## config.mk

```make
export PLATFORM = sky130hd
export DESIGN_NAME = bp_perceptron_train_ctrl
export DESIGN_NICKNAME = d
export VERILOG_FILES = /design/src/rtl/bp_perceptron_train_ctrl.sv
export SDC_FILE = /design/constraint.sdc
export NUM_CORES = 1
export LEC_CHECK = 0
export CORE_ASPECT_RATIO = 1.1
export CORE_UTILIZATION = 30
export CTS_BUF_LIST = sky130_fd_sc_hd__clkbuf_4 sky130_fd_sc_hd__clkbuf_8
export DETAILED_ROUTE_END_ITERATION = 8
export GPL_ROUTABILITY_DRIVEN = 1
export PLACE_DENSITY = 0.52
export SLEW_MARGIN = 0
export SYNTH_ARGS = -nofsm -noshare
export SYNTH_HDL_FRONTEND = slang
export SYNTH_SLANG_ARGS = --single-unit
export TNS_END_PERCENT = 1
```

## constraint.sdc

```tcl
create_clock -name clk_i -period 4 [get_ports clk_i]
set_input_delay 0.6 -clock clk_i [delete_from_list [all_inputs] [get_ports clk_i]]
set_output_delay 0.6 -clock clk_i [all_outputs]
set_load 0.02 [all_outputs]
```

## src/rtl/bp_perceptron_train_ctrl.sv

```systemverilog
// Perceptron weight-table training sequencer: queues resolved branches and saturating-RMWs bias+weights of a row.
// Latency: 3*(GHRLen+1) cycles per trained entry minimum; skipped entries retire at one per cycle.
// Backpressure: ex_ready_o low when FIFO full (push then dropped, drop_o pulses); fetch owns port until StallLimit.
module bp_perceptron_train_ctrl #(
    parameter int PTableSize = 128,
    parameter int PWeightLen = 9,
    parameter int GHRLen     = 12,
    parameter int Theta      = 38,
    parameter int FifoDepth  = 4,
    parameter int StallLimit = 8,
    localparam int IdxW = $clog2(PTableSize),
    localparam int ColW = $clog2(GHRLen + 1),
    localparam int YW   = 2 * PWeightLen - 2
) (
    input  logic                  clk_i,
    input  logic                  rst_ni,
    input  logic                  ex_br_valid_i,
    input  logic                  ex_br_taken_i,
    input  logic [31:0]           ex_br_instr_addr_i,
    input  logic [YW-1:0]         ex_br_yout_i,
    input  logic [GHRLen-1:0]     ex_br_ghr_i,
    output logic                  ex_ready_o,
    output logic                  drop_o,
    input  logic                  fetch_req_i,
    output logic                  fetch_gnt_o,
    output logic                  tbl_req_o,
    output logic                  tbl_we_o,
    output logic [IdxW-1:0]       tbl_index_o,
    output logic [ColW-1:0]       tbl_col_o,
    output logic [PWeightLen-1:0] tbl_wdata_o,
    input  logic [PWeightLen-1:0] tbl_rdata_i,
    output logic                  busy_o,
    output logic                  train_done_o
);
    localparam int PtrW = (FifoDepth > 1) ? $clog2(FifoDepth) : 1;
    localparam int CntW = $clog2(FifoDepth + 1);
    localparam int StW  = $clog2(StallLimit + 1);
    localparam logic [PWeightLen-1:0] WMax = {1'b0, {(PWeightLen-1){1'b1}}};
    localparam logic [PWeightLen-1:0] WMin = {1'b1, {(PWeightLen-1){1'b0}}};

    typedef enum logic [1:0] {IDLE, RD, CAP, WR} state_t;

    typedef struct packed {
        logic              taken;
        logic [IdxW-1:0]   idx;
        logic [YW-1:0]     yout;
        logic [GHRLen-1:0] ghr;
    } entry_t;

    state_t            state_q, state_d;
    logic [ColW-1:0]   col_q, col_d;
    logic [StW-1:0]    stall_q, stall_d;
    logic              taken_q, taken_d;
    logic [IdxW-1:0]   idx_q, idx_d;
    logic [GHRLen-1:0] ghr_q, ghr_d;
    logic [PWeightLen-1:0] w_q, w_d;
    logic [CntW-1:0]   count_q, count_d;
    logic [PtrW-1:0]   wr_ptr_q, wr_ptr_d, rd_ptr_q, rd_ptr_d;
    logic              drop_q, drop_d;

    entry_t fifo_mem [FifoDepth];
    entry_t push_entry, head;
    logic   push, pop;

    logic unused_addr_bits;
    assign unused_addr_bits = ^{ex_br_instr_addr_i[31:IdxW+2], ex_br_instr_addr_i[1:0]};

    assign ex_ready_o = (count_q != CntW'(FifoDepth));
    assign push       = ex_br_valid_i & ex_ready_o;
    assign pop        = (state_q == IDLE) & (count_q != '0);
    assign head       = fifo_mem[rd_ptr_q];

    always_comb begin
        push_entry       = '0;
        push_entry.taken = ex_br_taken_i;
        push_entry.idx   = ex_br_instr_addr_i[IdxW+1:2];
        push_entry.yout  = ex_br_yout_i;
        push_entry.ghr   = ex_br_ghr_i;
    end

    always_ff @(posedge clk_i) begin
        if (push) fifo_mem[wr_ptr_q] <= push_entry;
    end

    always_comb begin
        wr_ptr_d = wr_ptr_q;
        rd_ptr_d = rd_ptr_q;
        count_d  = count_q;
        if (push) wr_ptr_d = wr_ptr_q + PtrW'(1);
        if (pop)  rd_ptr_d = rd_ptr_q + PtrW'(1);
        case ({push, pop})
            2'b10:   count_d = count_q + CntW'(1);
            2'b01:   count_d = count_q - CntW'(1);
            default: count_d = count_q;
        endcase
        drop_d = ex_br_valid_i & ~ex_ready_o;
    end

    // Magnitude carries one extra bit so the most-negative yout is represented exactly.
    logic signed [YW:0] y_ext;
    logic        [YW:0] mag;
    logic               pred, need_train;
    always_comb begin
        y_ext      = {head.yout[YW-1], head.yout};
        mag        = head.yout[YW-1] ? $unsigned(-y_ext) : $unsigned(y_ext);
        pred       = ~head.yout[YW-1];
        need_train = (pred != head.taken) | (mag < (YW+1)'(Theta));
    end

    // inc_vec[0] is the bias direction; inc_vec[j] agrees-with-history for weight j-1.
    logic [GHRLen:0]       inc_vec;
    logic                  inc;
    logic [PWeightLen-1:0] w_new;
    always_comb begin
        inc_vec = {~({GHRLen{taken_q}} ^ ghr_q), taken_q};
        inc     = inc_vec[col_q];
        if (inc) w_new = (w_q == WMax) ? w_q : w_q + PWeightLen'(1);
        else     w_new = (w_q == WMin) ? w_q : w_q - PWeightLen'(1);
    end

    logic want, force_own, own, last_col;
    assign want      = (state_q == RD) | (state_q == WR);
    assign force_own = (stall_q == StW'(StallLimit));
    assign own       = want & (~fetch_req_i | force_own);
    assign last_col  = (col_q == ColW'(GHRLen));

    always_comb begin
        state_d      = state_q;
        col_d        = col_q;
        stall_d      = '0;
        taken_d      = taken_q;
        idx_d        = idx_q;
        ghr_d        = ghr_q;
        w_d          = w_q;
        train_done_o = 1'b0;
        if (want & ~own) stall_d = stall_q + StW'(1);
        case (state_q)
            IDLE: begin
                if (pop & need_train) begin
                    taken_d = head.taken;
                    idx_d   = head.idx;
                    ghr_d   = head.ghr;
                    col_d   = '0;
                    state_d = RD;
                end
            end
            RD: if (own) state_d = CAP;
            CAP: begin
                w_d     = tbl_rdata_i;
                state_d = WR;
            end
            WR: begin
                if (own) begin
                    if (last_col) begin
                        state_d      = IDLE;
                        train_done_o = 1'b1;
                    end else begin
                        col_d   = col_q + ColW'(1);
                        state_d = RD;
                    end
                end
            end
            default: state_d = IDLE;
        endcase
    end

    always_ff @(posedge clk_i or negedge rst_ni) begin
        if (!rst_ni) begin
            state_q  <= IDLE;
            col_q    <= '0;
            stall_q  <= '0;
            taken_q  <= 1'b0;
            idx_q    <= '0;
            ghr_q    <= '0;
            w_q      <= '0;
            count_q  <= '0;
            wr_ptr_q <= '0;
            rd_ptr_q <= '0;
            drop_q   <= 1'b0;
        end else begin
            state_q  <= state_d;
            col_q    <= col_d;
            stall_q  <= stall_d;
            taken_q  <= taken_d;
            idx_q    <= idx_d;
            ghr_q    <= ghr_d;
            w_q      <= w_d;
            count_q  <= count_d;
            wr_ptr_q <= wr_ptr_d;
            rd_ptr_q <= rd_ptr_d;
            drop_q   <= drop_d;
        end
    end

    assign fetch_gnt_o = fetch_req_i & ~(want & force_own);
    assign tbl_req_o   = own;
    assign tbl_we_o    = own & (state_q == WR);
    assign tbl_index_o = idx_q;
    assign tbl_col_o   = col_q;
    assign tbl_wdata_o = (state_q == WR) ? w_new : '0;
    assign busy_o      = (state_q != IDLE);
    assign drop_o      = drop_q;
endmodule

```

Word-level counts from Yosys, hierarchy flattened
Memories as Yosys holds them, arrays and structs flattened.
Cells that the tools add are included.
{"block": "op_classes", "n_reduce_logical": 8, "shifts": 0, "n_lt_le_gt_ge": 2, "muxes": 23, "div": 0, "n_eq_ne": 15, "n_bitwise": 19, "n_mul": 0, "add_sub_neg": 9}
{"cell": "$mux W9", "count": 4}
{"cell": "$lt A17 B6 Y1 const B", "count": 1}
{"cell": "$mux W17", "count": 1}
{"cell": "$neg A16 Y17", "count": 1}
{"cell": "$mux W4", "count": 4}
{"cell": "$not A12 Y12", "count": 1}
{"cell": "$xor A12 B12 Y12", "count": 1}
{"cell": "$add A9 B1 Y9 const B", "count": 1}
{"cell": "$and A1 B1 Y1", "count": 9}
{"cell": "$eq A9 B8 Y1 const B", "count": 1}
{"cell": "$eq A9 B9 Y1 const B", "count": 1}
{"cell": "$sub A9 B1 Y9 const B", "count": 1}
{"cell": "$add A4 B1 Y4 const B", "count": 2}
{"cell": "$eq A4 B4 Y1 const B", "count": 2}
{"cell": "$pmux W2 S4", "count": 1}
{"cell": "$pmux W4 S2", "count": 1}
{"cell": "$mux W1", "count": 7}
{"cell": "$eq A2 B2 Y1 const B", "count": 3}
{"cell": "$mux W2", "count": 3}
{"cell": "$ne A2 B2 Y1 const B", "count": 3}
{"cell": "$pmux W3 S2", "count": 1}
{"cell": "$reduce_bool A2 Y1", "count": 3}
{"cell": "$lt A4 B5 Y1 const B", "count": 1}
{"cell": "$not A1 Y1", "count": 5}
{"cell": "other kinds (14)", "count": 18}
{"block": "word_totals", "word_cells": 88, "register_bits": 47, "ram_bits": 144, "latchBits": 0, "out_inout_bits": 27, "mem_bits_ro": 0, "mem_count": 1}
{"name": "fifo_mem", "depth": 4, "word_bits": 36, "read_ports": 1, "rd_ports_with_merged_regs": 0, "write_ports": 1, "line_no": "61", "text": "entry_t fifo_mem [FifoDepth];"}

Longest topological paths before layout
An unclocked memory read counts as a cell.
{"block": "depth", "word_depth": 8, "depth_mapped": 13}

Worst setup path before layout
No wires, ideal clock.
{"block": "synth_path", "path_type": "reg-to-reg", "start": "register rd_ptr_q[0]", "end": "register ghr_q[0]", "path_buffers": 4, "slack_ns": 0.271, "required_ns": 3.875, "path_stages_with_launch": 12, "arrival_time_ns": 3.604, "cell_sequence": "dfrtp_1 -> buf_6 -> buf_2 -> mux4_2 -> buf_2 -> or4_1 -> and3_1 -> or4_1 -> nor4_4 -> or2_4 -> buf_12 -> mux2_4"}
{"block": "synth_via", "elab_chain_len": 7, "word_cells_on_any_way": 9}
{"item": "start, declared", "line_no": "58", "text": "logic [PtrW-1:0] wr_ptr_q, wr_ptr_d, rd_ptr_q, rd_ptr_d;"}
{"item": "start signal, assigned", "line_no": "190", "text": "rd_ptr_q <= rd_ptr_d;"}
{"item": "$mem_v2 Z4 W36 (*)"}
{"item": "$neg A16 Y17", "line_no": "105", "text": "mag = head.yout[YW-1] ? $unsigned(-y_ext) : $unsigned(y_ext);"}
{"item": "$mux W17", "line_no": "105"}
{"item": "$lt A17 B6 Y1", "line_no": "107", "text": "need_train = (pred != head.taken) | (mag < (YW+1)'(Theta));"}
{"item": "$or A1 B1 Y1", "line_no": "107"}
{"item": "$and A1 B1 Y1", "line_no": "139", "text": "if (pop & need_train) begin"}
{"item": "$reduce_and A2 Y1 (no line)"}
{"item": "end signal, assigned", "line_no": "186", "text": "ghr_q <= ghr_d;"}
{"item": "end, declared", "line_no": "55", "text": "logic [GHRLen-1:0] ghr_q, ghr_d;"}
Mark *: on every way between the ends. The rest lies on a longest branch, timed or not.
A chain may end at the register's enable or synchronous reset.

Worst setup path after layout
{"block": "layout_path", "start": "register rd_ptr_q[0]", "end": "register ghr_q[11]"}
Same word-level chain as after synthesis.

==> summary.md <==
| Metric | Value |
|---|---|
| Count leader, synth | edfxtp_1 |
| CTS clk-pin slew, worst paths | 0.10 ns |
| Final slew viol count | 0 |
| Die Y | 178 um |
| Final worst-path cycle share | 97.6% |
| Switching Fraction | 36.1% |
| Port-buffer cells | 75 |
| Slew of the pin with the lowest slew margin | 1.08 ns |
| Clock root buffer | clkbuf_8 |
| CP max FO | 21 |
| Comb power frac | 44.9% |
| Layout cell share with drive strength beyond 1 | 20.5% |
| Clk pwr share | 15.3% |
| Starting Density | 30.4% |
| Cts bufs inserted | 17 |
| Overall power | 7.59 mW |
| Core Rows | 64 |
| Worst setup path endpoint | ghr_q[11]$_DFFE_PN0P_ |
| P_int | 4.85 mW |
| Status | completed |
| Chip width | 162 um |
| Tmin final | 3.90 ns |
| Clock Latency Late Sink | 0.45 ns |
| Crit-path slowest cell | mux4_2 |
| DRC viols | 0 |
| Netlist cell types | 66 |
| Worst Path Arrival | 4.23 ns |
| Top post-synthesis cells by area | edfxtp_1 51%, dfrtp_1 14%, mux4_2 9.9%, mux2_4 3.4%, ha_1 2.5% |
| Worst r2r path cells | 8 |
| Hold_buf cts | 0 |
| Top-area cell type share of the netlist area | 51.1% |
| Register bit count reported by yosys | 191 |
| CP Data Required Time | 4.33 ns |
| Syn avg cell area | 16.5 sq um |
| Pwr/cell area | 753 nW/um^2 |
| CP Capture Type | flop |
| Class of the worst hold path | in2async |
| Setup Buffers After CTS | 0 |
| Final ANT Viol Nets | 0 |
| RSZ-0062 raised after global routing | true |
| Vias in the first global route | 4940 |
| Max frequency | 0.256 GHz |
| Drt pass-1 iters | 4 |
| Synth Flop Type | edfxtp_1 |
| Area Growth Syn to Fin | 19.2% |
| Post-Synthesis Cells | 514 |
| Final Skew | 0.0142 ns |
| Pin count of the biggest net entering global routing | 48 |
| Initial antenna violation count | 0 |
| Seq pwr share | 39.8% |
| Worst R2R End | ghr_q[11]$_DFFE_PN0P_ |
| HPWL after DPL | 11200 um |
| DP Area | 9690 sq um |
| Post-synth ARST share | 24.6% |
| Total grt overflow | 0 |
| Setup slack after layout | 0.0957 ns |
| Maxcap violations | 0 |
| Fin. Hold Viols | 0 |
| R2R setup slack | 0.1 ns |
| Final wirelength | 17000 um |
| P_leak | 3.64 nW |
| P_sw | 2.74 mW |
| Synth Warn # | 0 |
| Slowest stage delay, CP | 0.59 ns |
| Final antenna diode count | 0 |
| Critical path, cell by cell | mux4_2 > or4_4 > or4_1 > a32oi_1 > o211ai_2 > nor4_4 > or2_4 > mux2_1 |
| Final nets | 700 |
| Clock sink count | 191 |
| Most frequent cells after synthesis | 144 x edfxtp_1, 47 x dfrtp_1, 37 x mux4_2 |
| Clk buf depth | 2 |
| R2R Path Start | rd_ptr_q[0]$_DFFE_PN0P_ |
| Mapped Nets | 606 |
| Seq/Total Area, Yosys | 65.0% |
| Via density | 4.83 |
| Cell area after synthesis | 8460 sq um |
| CORE AREA | 27800 sq um |
| Global-route wire length before repair | 26500 um |
| Pre-CTS setup slack | 0.0437 ns |
| Tot GR Track Use | 12.1% |
| Cell taking the most area after synthesis | edfxtp_1 |
| Peak VDD IR | 0.395 mV |
| Violation count after the first detailed-route iteration | 552 |
| Post-synth EDFFs | 144 |
| Setup-failing EPs final | 0 |
| Crit start category | flop |
| Setup CP Type | reg2reg |
| Final GP Congestion | 0.788 |
| Setup Total Neg Slack | 0 ns |
| Die area | 28900 sq um |
| H-tree Lvls | 4 |
| Worst setup startpoint | rd_ptr_q[0]$_DFFE_PN0P_ |
| CTS tree | done |
| Finished Cell Area | 10100 sq um |
| Number of I/O pins | 101 |
| Wirelength per Cell | 17.2 um |
| Slew headroom | 28.0% |
| DR vias | 4757 |
-- worst min-delay path by stage --
| stage | startpoint | end | slack, ns | depth (start not counted) |
|---|---|---|---|---|
| after floorplan | rst_ni | count_q[0]$_DFFE_PN0P_ | 0.30 | 0 |
| after global placement | stall_q[0]$_DFF_PN0_ | stall_q[0]$_DFF_PN0_ | 0.47 | 1 |
| after detailed placement | stall_q[0]$_DFF_PN0_ | stall_q[0]$_DFF_PN0_ | 0.49 | 1 |
| after CTS | rst_ni | w_q[3]$_DFFE_PN0N_ | 0.28 | 2 |
| after global routing | rst_ni | w_q[6]$_DFFE_PN0N_ | 0.30 | 2 |
| final | rst_ni | w_q[3]$_DFFE_PN0N_ | 0.25 | 2 |
-- per-stage QoR --
step | std cells | util [%] | hold slack [ns]
finish | 984 | 36.3 | 0.251
global route | 984 | 36.3 | 0.299
CTS | 984 | 36.2 | 0.277
detailed placement | 952 | 34.9 | 0.493
global placement | 952 | 34.9 | 0.468
floorplan | 514 | - | 0.304
-- critical path, delay by kind of cell, from the launching register on --
kind | cells | cell delay (ns)
muxes | 2 | 0.95
AOI/OAI and AO/OA | 2 | 0.43
DFF | 1 | 0.51
and+or+nand+nor | 4 | 1.87
-- sequential cells by signal (all words and copies together) (netlist names), 3 cells and up --
signal	count
tbl_index_o	7
ghr_q	12
count_q	3
tbl_col_o	4
stall_q	4
w_q	9
fifo_mem	144
-- routing by layer --
layer	wire length (um)	global-route usage, %	vias up
li1	-	-	2201
met1	7490	15.0	2427
met2	8650	21.3	117
met3	655	2.42	12
met4	165	3.54	0
met5	0	0	-
-- cell type report --
class / count / area (sq um)
Tap cell: 363 / 454
Inverter: 26 / 97.6
Fill cell: 2622 / 17700
Multi-Input combinational cell: 278 / 2760
Clock inverter: 11 / 93.8
Timing Repair Buffer: 94 / 903
Clock buffer: 21 / 264
Sequential cell: 191 / 5500
-- power groups by stage --
| stage | combinational (mW) | sequential (mW) | clock, mW |
|---|---|---|---|
| 3_5_place_dp | 3.41 | 3.07 | 0 |
| 4_1_cts | 3.43 | 3.03 | 1.21 |
| 2_1_floorplan | 2.40 | 2.99 | 0 |
| 5_1_grt | 3.70 | 3.09 | 1.27 |
| 6_report | 3.41 | 3.02 | 1.16 |
| 3_3_place_gp | 3.32 | 3.03 | 0 |
-- cell families (layout without fill, tap and decap cells) --
logic type               Yosys count  in the layout  synth area share (%)
flip-flops                       191            191                  65.0
XOR/XNOR                          19             19                  1.97
AND/OR/NAND/NOR                  111            111                  7.24
buffers and inverters             45            152                  2.52
AO/OA/AOI/OAI                     58             58                  5.02
adder cells (fa/ha/maj)           18             18                  2.75
multiplexers                      72             72                  15.5
-- cells in the final DEF (no fill, tap or decap), types with 5 or more instances in the layout --
cell type and instances:
a21oi_1 7, and2_1 6, buf_4 19, clkbuf_8 17, clkdlybuf4s50_1 68, dfrtp_1 45, dlymetal6s2s_1 6, edfxtp_1 144
ha_1 17, inv_1 26, mux2_2 8, mux2_4 19, mux2i_1 5, mux4_2 37, nand2_1 19, nand3_1 10
nor2_1 23, nor3_1 11, nor4_1 5, o21ai_0 9, xnor2_1 12, xor2_1 7
-- timing repair --
| action | in CTS | in global routing |
|---|---|---|
| pin swaps | 0 | 1 |
| resized for setup | 4 | 8 |
| setup endpoints to repair | 6 | 28 |
Note: power is estimated with default switching activity, not from simulation.
